<file path="src/rtl/rxll_ll_pkg.sv">
// ============================================================================
// rxll_ll_pkg : shared FIFO-word layout, FSM encodings and defaults
// Revision    : 1.0
// ============================================================================
`default_nettype none

package rxll_ll_pkg;

  localparam int DEFAULT_MAX_WORDS = 512;

  localparam int SOF_BIT   = 35;
  localparam int EOF_BIT   = 34;
  localparam int ABORT_BIT = 33;

  localparam logic [1:0] ST_IDLE = 2'd0;
  localparam logic [1:0] ST_DATA = 2'd1;
  localparam logic [1:0] ST_DROP = 2'd2;

  typedef logic [35:0] fifo_word_t;

  function automatic fifo_word_t mk_word(input logic sof, input logic eof,
                                         input logic abort, input logic [31:0] data);
    fifo_word_t w;
    w            = '0;
    w[SOF_BIT]   = sof;
    w[EOF_BIT]   = eof;
    w[ABORT_BIT] = abort;
    w[31:0]      = data;
    return w;
  endfunction

endpackage

`default_nettype wire

</file>
<file path="src/rtl/rxll_ll_if.sv">
// ============================================================================
// rxll_ll_if : LocalLink receive bundle (source = master, sink = slave)
// Revision   : 1.0
// ============================================================================
`default_nettype none

interface rxll_ll_if;

  logic [31:0] trn_rd;
  logic        trn_rsof_n;
  logic        trn_reof_n;
  logic        trn_rsrc_rdy_n;
  logic        trn_rsrc_dsc_n;
  logic        trn_rdst_rdy_n;

  modport master (
    output trn_rd, trn_rsof_n, trn_reof_n, trn_rsrc_rdy_n, trn_rsrc_dsc_n,
    input  trn_rdst_rdy_n
  );

  modport slave (
    input  trn_rd, trn_rsof_n, trn_reof_n, trn_rsrc_rdy_n, trn_rsrc_dsc_n,
    output trn_rdst_rdy_n
  );

endinterface

`default_nettype wire

</file>
<file path="src/rtl/rxll_ll.sv">
// ============================================================================
// rxll_ll  : LocalLink receive framer writing 36-bit tagged words to a FIFO
// Revision : 1.0
// ============================================================================
`default_nettype none

module rxll_ll
  import rxll_ll_pkg::*;
#(
  parameter int C_MAX_WORDS = DEFAULT_MAX_WORDS
) (
  input  wire logic        phyclk,
  input  wire logic        phyreset_n,
  rxll_ll_if.slave         ll,
  output logic             wr_clk,
  output logic             wr_en,
  output logic [35:0]      wr_di,
  input  wire logic        wr_full,
  input  wire logic        wr_almost_full,
  output logic             rx_frame_done,
  output logic [9:0]       rx_frame_len,
  output logic             rx_frame_abort,
  output logic             rx_err_nosof,
  output logic             rx_err_ovf
);

  localparam logic [9:0] MAX_LEN = 10'(C_MAX_WORDS);

  logic [1:0]  state_q, state_d;
  logic [9:0]  len_q, len_d, len_inc;
  logic        rdy_n_q;
  logic        wr_en_q, ovf_q, done_q, abort_q, nosof_q;
  logic [9:0]  flen_q;
  fifo_word_t  wr_di_q, word_d;
  logic        wr_due, done_d, abort_d, nosof_d;
  logic        acc, sof, eof, dsc;

  assign acc     = ~ll.trn_rsrc_rdy_n & ~rdy_n_q;
  assign sof     = ~ll.trn_rsof_n;
  assign eof     = ~ll.trn_reof_n;
  assign dsc     = ~ll.trn_rsrc_dsc_n;
  assign len_inc = (len_q == MAX_LEN) ? len_q : len_q + 10'd1;

  always_comb begin
    state_d = state_q;
    len_d   = len_q;
    wr_due  = 1'b0;
    word_d  = '0;
    done_d  = 1'b0;
    abort_d = 1'b0;
    nosof_d = 1'b0;
    case (state_q)
      ST_IDLE: begin
        if (acc) begin
          if (sof) begin
            wr_due = 1'b1;
            word_d = mk_word(1'b1, eof, 1'b0, ll.trn_rd);
            len_d  = 10'd1;
            if (eof) done_d  = 1'b1;
            else     state_d = ST_DATA;
          end else begin
            nosof_d = 1'b1;
            if (!eof) state_d = ST_DROP;
          end
        end
      end
      ST_DATA: begin
        // Discontinue wins over any beat accepted in the same cycle
        if (dsc) begin
          wr_due  = 1'b1;
          word_d  = mk_word(1'b0, 1'b1, 1'b1, 32'h0);
          done_d  = 1'b1;
          abort_d = 1'b1;
          state_d = ST_IDLE;
        end else if (acc) begin
          wr_due = 1'b1;
          len_d  = len_inc;
          if (sof) begin
            word_d  = mk_word(1'b0, 1'b1, 1'b1, ll.trn_rd);
            done_d  = 1'b1;
            abort_d = 1'b1;
            state_d = eof ? ST_IDLE : ST_DROP;
          end else if (eof) begin
            word_d  = mk_word(1'b0, 1'b1, 1'b0, ll.trn_rd);
            done_d  = 1'b1;
            state_d = ST_IDLE;
          end else if (len_inc == MAX_LEN) begin
            word_d  = mk_word(1'b0, 1'b1, 1'b1, ll.trn_rd);
            done_d  = 1'b1;
            abort_d = 1'b1;
            state_d = ST_DROP;
          end else begin
            word_d  = mk_word(1'b0, 1'b0, 1'b0, ll.trn_rd);
          end
        end
      end
      ST_DROP: begin
        if (dsc || (acc && eof)) state_d = ST_IDLE;
      end
      default: state_d = ST_IDLE;
    endcase
  end

  always_ff @(posedge phyclk) begin
    if (!phyreset_n) begin
      state_q <= ST_IDLE;
      len_q   <= '0;
      rdy_n_q <= 1'b1;
      wr_en_q <= 1'b0;
      wr_di_q <= '0;
      ovf_q   <= 1'b0;
      done_q  <= 1'b0;
      abort_q <= 1'b0;
      nosof_q <= 1'b0;
      flen_q  <= '0;
    end else begin
      state_q <= state_d;
      len_q   <= len_d;
      rdy_n_q <= wr_almost_full | wr_full;
      // A write blocked by a full FIFO is flagged but the FSM still advances
      wr_en_q <= wr_due & ~wr_full;
      ovf_q   <= wr_due & wr_full;
      if (wr_due) wr_di_q <= word_d;
      done_q  <= done_d;
      nosof_q <= nosof_d;
      if (done_d) begin
        flen_q  <= len_d;
        abort_q <= abort_d;
      end
    end
  end

  assign ll.trn_rdst_rdy_n = rdy_n_q;
  assign wr_clk            = phyclk;
  assign wr_en             = wr_en_q;
  assign wr_di             = wr_di_q;
  assign rx_frame_done     = done_q;
  assign rx_frame_len      = flen_q;
  assign rx_frame_abort    = abort_q;
  assign rx_err_nosof      = nosof_q;
  assign rx_err_ovf        = ovf_q;

endmodule

`default_nettype wire

</file>
<file path="src/flat_wrapper.sv">
// flat-port wrapper written by rule: the top's interface ports become plain ports
module rxll_ll_flat import rxll_ll_pkg::*;
#(
  parameter int C_MAX_WORDS = DEFAULT_MAX_WORDS
)
  (phyclk, phyreset_n, wr_clk, wr_en, wr_di, wr_full, wr_almost_full, rx_frame_done, rx_frame_len, rx_frame_abort, rx_err_nosof, rx_err_ovf, ll_trn_rd, ll_trn_rsof_n, ll_trn_reof_n, ll_trn_rsrc_rdy_n, ll_trn_rsrc_dsc_n, ll_trn_rdst_rdy_n);
  rxll_ll_if ll_i ();
  input  wire logic phyclk;
  input  wire logic phyreset_n;
  output logic wr_clk;
  output logic wr_en;
  output logic [35:0] wr_di;
  input  wire logic wr_full;
  input  wire logic wr_almost_full;
  output logic rx_frame_done;
  output logic [9:0] rx_frame_len;
  output logic rx_frame_abort;
  output logic rx_err_nosof;
  output logic rx_err_ovf;
  input wire logic [$bits(ll_i.trn_rd)-1:0] ll_trn_rd;
  input wire logic [$bits(ll_i.trn_rsof_n)-1:0] ll_trn_rsof_n;
  input wire logic [$bits(ll_i.trn_reof_n)-1:0] ll_trn_reof_n;
  input wire logic [$bits(ll_i.trn_rsrc_rdy_n)-1:0] ll_trn_rsrc_rdy_n;
  input wire logic [$bits(ll_i.trn_rsrc_dsc_n)-1:0] ll_trn_rsrc_dsc_n;
  output wire logic [$bits(ll_i.trn_rdst_rdy_n)-1:0] ll_trn_rdst_rdy_n;
  assign ll_i.trn_rd = ll_trn_rd;
  assign ll_i.trn_rsof_n = ll_trn_rsof_n;
  assign ll_i.trn_reof_n = ll_trn_reof_n;
  assign ll_i.trn_rsrc_rdy_n = ll_trn_rsrc_rdy_n;
  assign ll_i.trn_rsrc_dsc_n = ll_trn_rsrc_dsc_n;
  assign ll_trn_rdst_rdy_n = ll_i.trn_rdst_rdy_n;
  rxll_ll #(.C_MAX_WORDS(C_MAX_WORDS)) u_core (.phyclk(phyclk), .phyreset_n(phyreset_n), .ll(ll_i), .wr_clk(wr_clk), .wr_en(wr_en), .wr_di(wr_di), .wr_full(wr_full), .wr_almost_full(wr_almost_full), .rx_frame_done(rx_frame_done), .rx_frame_len(rx_frame_len), .rx_frame_abort(rx_frame_abort), .rx_err_nosof(rx_err_nosof), .rx_err_ovf(rx_err_ovf));
endmodule
</file>
<file path="config.mk">
export PLATFORM = sky130hd
export DESIGN_NAME = rxll_ll_flat
export DESIGN_NICKNAME = d
export VERILOG_FILES = /design/src/rtl/rxll_ll_pkg.sv /design/src/rtl/rxll_ll_if.sv /design/src/rtl/rxll_ll.sv /design/src/flat_wrapper.sv
export SDC_FILE = /design/constraint.sdc
export NUM_CORES = 1
export LEC_CHECK = 0
export CELL_PAD_IN_SITES_DETAIL_PLACEMENT = 2
export CELL_PAD_IN_SITES_GLOBAL_PLACEMENT = 2
export CORE_MARGIN = 2
export CORE_UTILIZATION = 24
export DETAILED_ROUTE_END_ITERATION = 6
export HOLD_SLACK_MARGIN = 0.03
export PLACE_DENSITY_LB_ADDON = 0.2
export SYNTH_ARGS = -nofsm -noshare
export SYNTH_HDL_FRONTEND = slang
export SYNTH_SLANG_ARGS = --single-unit
</file>
<file path="constraint.sdc">
create_clock -name phyclk -period 2.3 [get_ports phyclk]
set_input_delay 0.46 -clock phyclk [delete_from_list [all_inputs] [get_ports phyclk]]
set_output_delay 0.46 -clock phyclk [all_outputs]
set_load 0.01 [all_outputs]
</file>
# Yosys cells after proc, flatten, opt, wreduce, memory -nomap -nowiden
# Index checks and enable logic that the tools add are counted.
# op_classes
addsub,1
n_mul,0
div_mod_pow,0
n_lt_le_gt_ge,0
n_eq_ne,9
shifts,0
mux,46
bitwise_logic,9
reduce_logical,5
# op_table
operator,count
36-bit 2-to-1 mux,6
36-bit one-hot mux with 2 select lines,1
10-bit 2-to-1 mux,5
35-bit 2-to-1 mux,1
2-bit 2-to-1 mux,11
10-bit == test (second input constant),2
10-bit one-hot mux with 2 select lines,1
1-bit 2-to-1 mux,18
10-bit by 1-bit adder with 10-bit output (second input constant),1
2-bit one-hot mux with 3 select lines,1
5-bit by 4-bit inequality test with 1-bit output (second input constant),1
1-bit NOT,5
5-bit AND reduction,1
2-bit by 1-bit inequality test with 1-bit output (second input constant),2
1-bit one-hot mux with 2 select lines,2
1-bit bitwise AND,3
3-bit by 2-bit inequality test with 1-bit output (second input constant),1
3-bit AND reduction,1
2-bit by 1-bit == test with 1-bit output (second input constant),1
2-bit == test (second input constant),1
2-bit zero test,1
2-bit inequality test (second input constant),1
1-bit logical AND,1
1-bit logical OR,1
1-bit OR,1
# word_totals
regBits,64
latchBits,0
mem_bits_rw,0
mem_bits_ro,0
inputBits,40
out_inout_bits,53
elab_cells,80
n_memories,0

# Logic depth before layout (Yosys ltp)
# depth
depth_word,9
depth_mapped,10

==> metrics.txt <==
dpl ws=-140 ps; Leak=1.72 nW; Antenna Cells=0; DIE HEIGHT=about 110 um; vias=2731; wire per inst=17.5 um; Starting DRT DRC Count=57; Worst Skew=3.28 ps; CP bufs+invs=2; core area=around 11000 sq um; maximum clock rate=roughly 430 MHz; status=complete, but fails checks; Final Max Tran Viols=0; Final setup viols=1; final cell count without fillers=570; setup tns final=-0.763 ps; Worst Path Max Fanout=6; Tot GR Track Use=0.170; vias per cell=4.79; Worst Setup Slack, final=-0.763 ps; FF+latch count, synth=63; Layout area overhead=61.4%; die area=12500 sq um; vias in the first global route=3101; drt first pass iters=4; first-pass GRT wire length=16400 um; Seq/Total Area, Yosys=0.453; ys async rst share=0; Overall Power=2.97 mW; crit end category=flop; final net count=464; Syn Nets=348; worst min path class=flop to flop; gp weighted congestion=0.820; Buffers on Ports=91; clk_lat worst skew=440 ps; Int Pwr=2.33 mW; Std-Cell Rows=39; most used flip-flop cell after synthesis=dfxtp_1; Final Hold Vio Count=0; DRC=0; Cells after Synth=~310; crit share post-route=1.00; Ports=93; CP arrival=2630 ps; layout cells sized above 1=0.201; Critical Path Start Type=flop; hold endpoint=u_core.wr_di[35]; Hold WS=slightly below 500 ps; post-layout min period=2300 ps; Post-Route Utilization=0.395; largest net degree at the start of global routing=34; sw frac=0.216; FF-to-FF End=u_core.rx_frame_len[9]; Post-Layout Inst Area=4500 sq um; leading cell type in the layout, fill and taps excluded=clkdlybuf4s50_1; most frequent cells in the layout=clkdlybuf4s50_1, dfxtp_1, nor2_1; number of synthesized flops with an enable pin=0; switching power=0.641 mW; CTS tree=yes; yosys warns=0; Post-Route WL=10000 um; setup slack, reg-to-reg=-0.8 ps; worst path cell trace=inv_2 -> ha_4 -> or4b_4 -> nor3_4 -> xnor2_2 -> a21oi_4 -> a31oi_4 -> buf_12 -> mux2_4; antenna viol nets, final=0; initial antenna violation count=0; syn_area_per_cell=about 9.1 sq um; Hold Path Depth=2; Max IR drop VDD=0.000287 V; synth unique cells=54; CP max stage cell=or4b_4; RSZ-0062 raised after global routing=true; Reg power frac=0.374; Max Cap Viol=0; critical path's largest stage delay=about 490 ps; clock network power share=0.555; gr ovfl total=0; Post-DP HPWL=a little under 7000 um; initial cell density of the core=0.245; dpl cell area=about 4100 sq um; FF-to-FF path depth=9; CP Class=flop to flop; Crit path required time=2630 ps; worst r2r src=u_core.len_q[1]; Die W=112 um; cell family with most CP delay=simple AND/OR/NAND/NOR gates; Post-Syn Area=2790 sq um; Hold Startpoint=u_core.wr_di[35]; Comb pwr share=0.071; Clk pin slew, worst setup/hold paths=50 ps; post-placement cell count=550; pwr/cell area=661 nW/um^2; failing checks=setup timing
## cell usage after synthesis, types with 2 or more instances
cell type / count / share of area
nand2_1: 16 / 0.022
o21bai_1: 2 / 0.0054
nand4_1: 2 / 0.0045
nor2_1: 49 / 0.066
a31oi_1: 2 / 0.0045
nand3b_1: 2 / 0.0054
inv_1: 4 / 0.0054
nor2b_1: 3 / 0.0067
buf_4: 2 / 0.0054
dfxtp_1: 63 / 0.45
nand2b_1: 2 / 0.0045
o21ai_0: 8 / 0.014
buf_1: 3 / 0.0040
nand3_1: 5 / 0.0090
ha_1: 2 / 0.0090
nor3_1: 6 / 0.011
or3b_2: 2 / 0.0063
and3_1: 6 / 0.013
or3_1: 3 / 0.0067
o21a_1: 4 / 0.011
clkbuf_1: 15 / 0.020
mux2_4: 7 / 0.038
a22oi_1: 33 / 0.089
buf_2: 2 / 0.0036
and2_1: 11 / 0.025
or2_2: 5 / 0.011
mux2_2: 3 / 0.012
xnor2_1: 4 / 0.013
a21oi_1: 11 / 0.020
buf_6: 2 / 0.0081
a21boi_0: 4 / 0.011
## power by group through the flow
stage / clock, mW / sequential (mW) / combinational (mW)
after floorplan: 0.0358 / 1.14 / 0.0663
after global placement: 0.0442 / 1.14 / 0.206
after detailed placement: 0.0442 / 1.14 / 0.210
after CTS: 1.71 / 1.11 / 0.213
after global routing: 1.77 / 1.11 / 0.230
final: 1.65 / 1.11 / 0.210
## what timing repair did
action / CTS / global route
buffers inserted: 0 / 1
gates resized for setup: 5 / 9
hold buffers: 0 / 0
setup endpoints to repair: 12 / 11
pin swaps: 2 / 4
cloned: 0 / 0
## worst register-to-register path, stage by stage (launching register included)
cell and delay (ps):
dfxtp_2 330, inv_2 70, ha_4 120, or4b_4 490, nor3_4 260, xnor2_2 170
a21oi_4 60, a31oi_4 220, buf_12 170, mux2_4 300
## final cells by class
cell class              instances  area, sq um
fillers                      1239         6870
well taps                     143          179
inverters                       4         15.0
clock inverters                 3         42.5
repair buffers                126         1220
multi-input cells             214         1440
clock buffers                  17          334
flip-flops and latches         63         1260
## per-layer routing
metal	up-vias	global-route usage	wire length [um]	part of all wire
li1	1313	-	-	-
met1	1334	0.189	4140	0.41
met2	73	0.274	4880	0.49
met3	11	0.0876	828	0.083
met4	0	0.0675	145	0.014
met5	-	0	0	0
## kinds of logic after synthesis
| kind of cell | after synthesis | share of synthesized area |
|---|---|---|
| xor gates and xnor gates | 4 | 0.0126 |
| AOI/OAI and AO/OA | 78 | 0.207 |
| muxes | 11 | 0.0535 |
| and+or+nand+nor | 118 | 0.215 |
| DFF | 63 | 0.453 |
| buffers and inverters | 29 | 0.0485 |
| adders and majority gates | 2 | 0.00898 |
| other | 1 | 0.00135 |
## state kept, by name, indices dropped and copies added, names as in the netlist
signal	flops
u_core.wr_di	35
u_core.len_q	10
u_core.rx_frame_len	10
u_core.state_q	2
u_core.ll.trn_rdst_rdy_n	1
u_core.rx_err_nosof	1
u_core.rx_err_ovf	1
u_core.rx_frame_abort	1
u_core.rx_frame_done	1
u_core.wr_en	1
## worst max-delay path by stage
stage	startpoint	to	slack, ps	cells after the start
after global placement	ll_trn_rsof_n	u_core.state_q[1]	-60	7
after CTS	u_core.len_q[0]	u_core.state_q[0]	-4	7
after global routing	u_core.len_q[1]	u_core.rx_frame_len[9]	-50	9
after detailed placement	ll_trn_rsrc_rdy_n	u_core.state_q[1]	-140	7
after floorplan	u_core.len_q[0]	u_core.rx_frame_len[1]	3	10
final	u_core.len_q[1]	u_core.rx_frame_len[9]	-0.8	9
(Power assumes the default switching activity.)
==> edit, RTL diff (same flow settings) <==
Remove the register `ovf_q`: a continuous assignment takes its place, so the output `rx_err_ovf` follows one clock earlier.
--- a/src/rtl/rxll_ll.sv
+++ b/src/rtl/rxll_ll.sv
@@ -108,7 +108,6 @@
       rdy_n_q <= 1'b1;
       wr_en_q <= 1'b0;
       wr_di_q <= '0;
-      ovf_q   <= 1'b0;
       done_q  <= 1'b0;
       abort_q <= 1'b0;
       nosof_q <= 1'b0;
@@ -119,7 +118,6 @@
       rdy_n_q <= wr_almost_full | wr_full;
       // A write blocked by a full FIFO is flagged but the FSM still advances
       wr_en_q <= wr_due & ~wr_full;
-      ovf_q   <= wr_due & wr_full;
       if (wr_due) wr_di_q <= word_d;
       done_q  <= done_d;
       nosof_q <= nosof_d;
@@ -129,6 +127,8 @@
       end
     end
   end
+
+  assign ovf_q = wr_due & wr_full;
 
   assign ll.trn_rdst_rdy_n = rdy_n_q;
   assign wr_clk            = phyclk;
Formal check against the unedited RTL: not equivalent (a bounded check fails within 4 cycles, from zero or initial values and one cycle with phyreset_n low).
==> edit against the unedited design <==
  * Final area decreased by 2.8%
  * Largest power group unchanged
  * Clock power up 3%
  * Hold slack got worse by 0.017 ns
  * Worst setup slack better by 0.071 ns
  * Utilization increased by 0.40 points
  * Final cell count is 2.5% lower
  * Sequential cell count decreased by 1
  * Total power grew 0.20%
  * Routed wire length is 5.1% lower
  * Synthesized area decreased by 2.8%
==> edit: results (changes against the unedited design) <==
| Metric | Value |
|---|---|
| DR vias/cell | `4.755 (was 4.791)` |
| Top post-synthesis cells by area | `dfxtp_1 46%, a22oi_1 8.9%, nor2_1 6.0% (was dfxtp_1 45%, a22oi_1 8.9%, nor2_1 6.6%)` |
| Sw frac | `0.2063 (was 0.2157)` |
| Clock skew | `0.008215 ns (was 0.003282 ns)` |
| Slowest Stage Delay on Critical Path | `0.44 ns (was 0.49 ns)` |
| Via count | `2644 (was 2731)` |
| Status | `complete, no violations (was complete, but fails checks)` |
| Vias in the first global route | `2919 (was 3101)` |
| Clock group | `0.00170 W (was 0.00165 W)` |
| Crit path max fanout | `3 (was 6)` |
| Logic inverters | `8 (was 4)` |
| Placed insts | `536 (was 550)` |
| Sequential cell count | `62 (was 63)` |
| Seq/total area | `0.2859 (was 0.2814)` |
| Clk cell area share | `0.08880 (was 0.08377)` |
| Complex-gate fraction of the synthesized area | `0.1927 (was 0.2071)` |
| Largest delay share family, worst path | `buffers and inverters (was simple AND/OR/NAND/NOR gates)` |
| Slowest CP cell | `clkdlybuf4s50_1 (was or4b_4)` |
| Clock buffer count | `14 (was 17)` |
| Lkg Pwr | `1.647 nW (was 1.721 nW)` |
| P_sw | `0.0006146 W (was 0.0006413 W)` |
| Largest net degree at the start of global routing | `41 (was 34)` |
| Pwr dens | `682.0 mW/mm² (was 661.3 mW/mm²)` |
| Comb pwr | `0.000186 W (was 0.000210 W)` |
| Maximum VDD drop | `0.4362 mV (was 0.2873 mV)` |
| Post-synthesis xor/xnor area fraction | `0.006470 (was 0.01258)` |
| Placed cell areas | `0.003914 mm² (was 0.004080 mm²)` |
| Post-detail-place hpwl | `6452 µm (was 6791 µm)` |
| Dpl ws | `-0.3896 ns (was -0.1404 ns)` |
| Synthesized area per cell | `9.116 µm² (was 9.102 µm²)` |
| GRT Util Overall | `0.1661 (was 0.1696)` |
| Mux contribution to synthesized area | `0.05453 (was 0.05346)` |
| Non-clock buffers | `121 (was 126)` |
| #MultiIn Comb | `206 (was 214)` |
| DRT iter0 DRCs | `49 (was 57)` |
| Fraction of area in non-clock buffers | `0.2638 (was 0.2716)` |
edit: per-layer routing:
| metal | share of wire | global-route usage |
|---|---|---|
| met1 | 0.42 | 0.1885 |
| met2 | 0.48 | 0.2704 |
| met3 | 0.083 | 0.07878 |
| met4 | 0.0081 | 0.06339 |
| met5 | 0 | 0 |
edit: final timing paths:
kind	startpoint	endpoint	slack (ns)	depth (start not counted)
min reg2reg	u_core.rx_frame_len[2]	u_core.rx_frame_len[2]	0.47	2
min	u_core.rx_frame_len[2]	u_core.rx_frame_len[2]	0.47	2
max	ll_trn_rsrc_rdy_n	rx_err_ovf	0.07	5
max reg2reg	u_core.len_q[0]	u_core.rx_frame_len[6]	0.13	9
edit: repair_timing:
item / CTS / global route
cloned: 1 / 0
buffers inserted: 1 / 0
setup endpoints to repair: 14 / 15
endpoints found under the hold margin: 0 / 0
hold buffers: 0 / 0
gates resized for setup: 11 / 11
pin swaps: 3 / 3
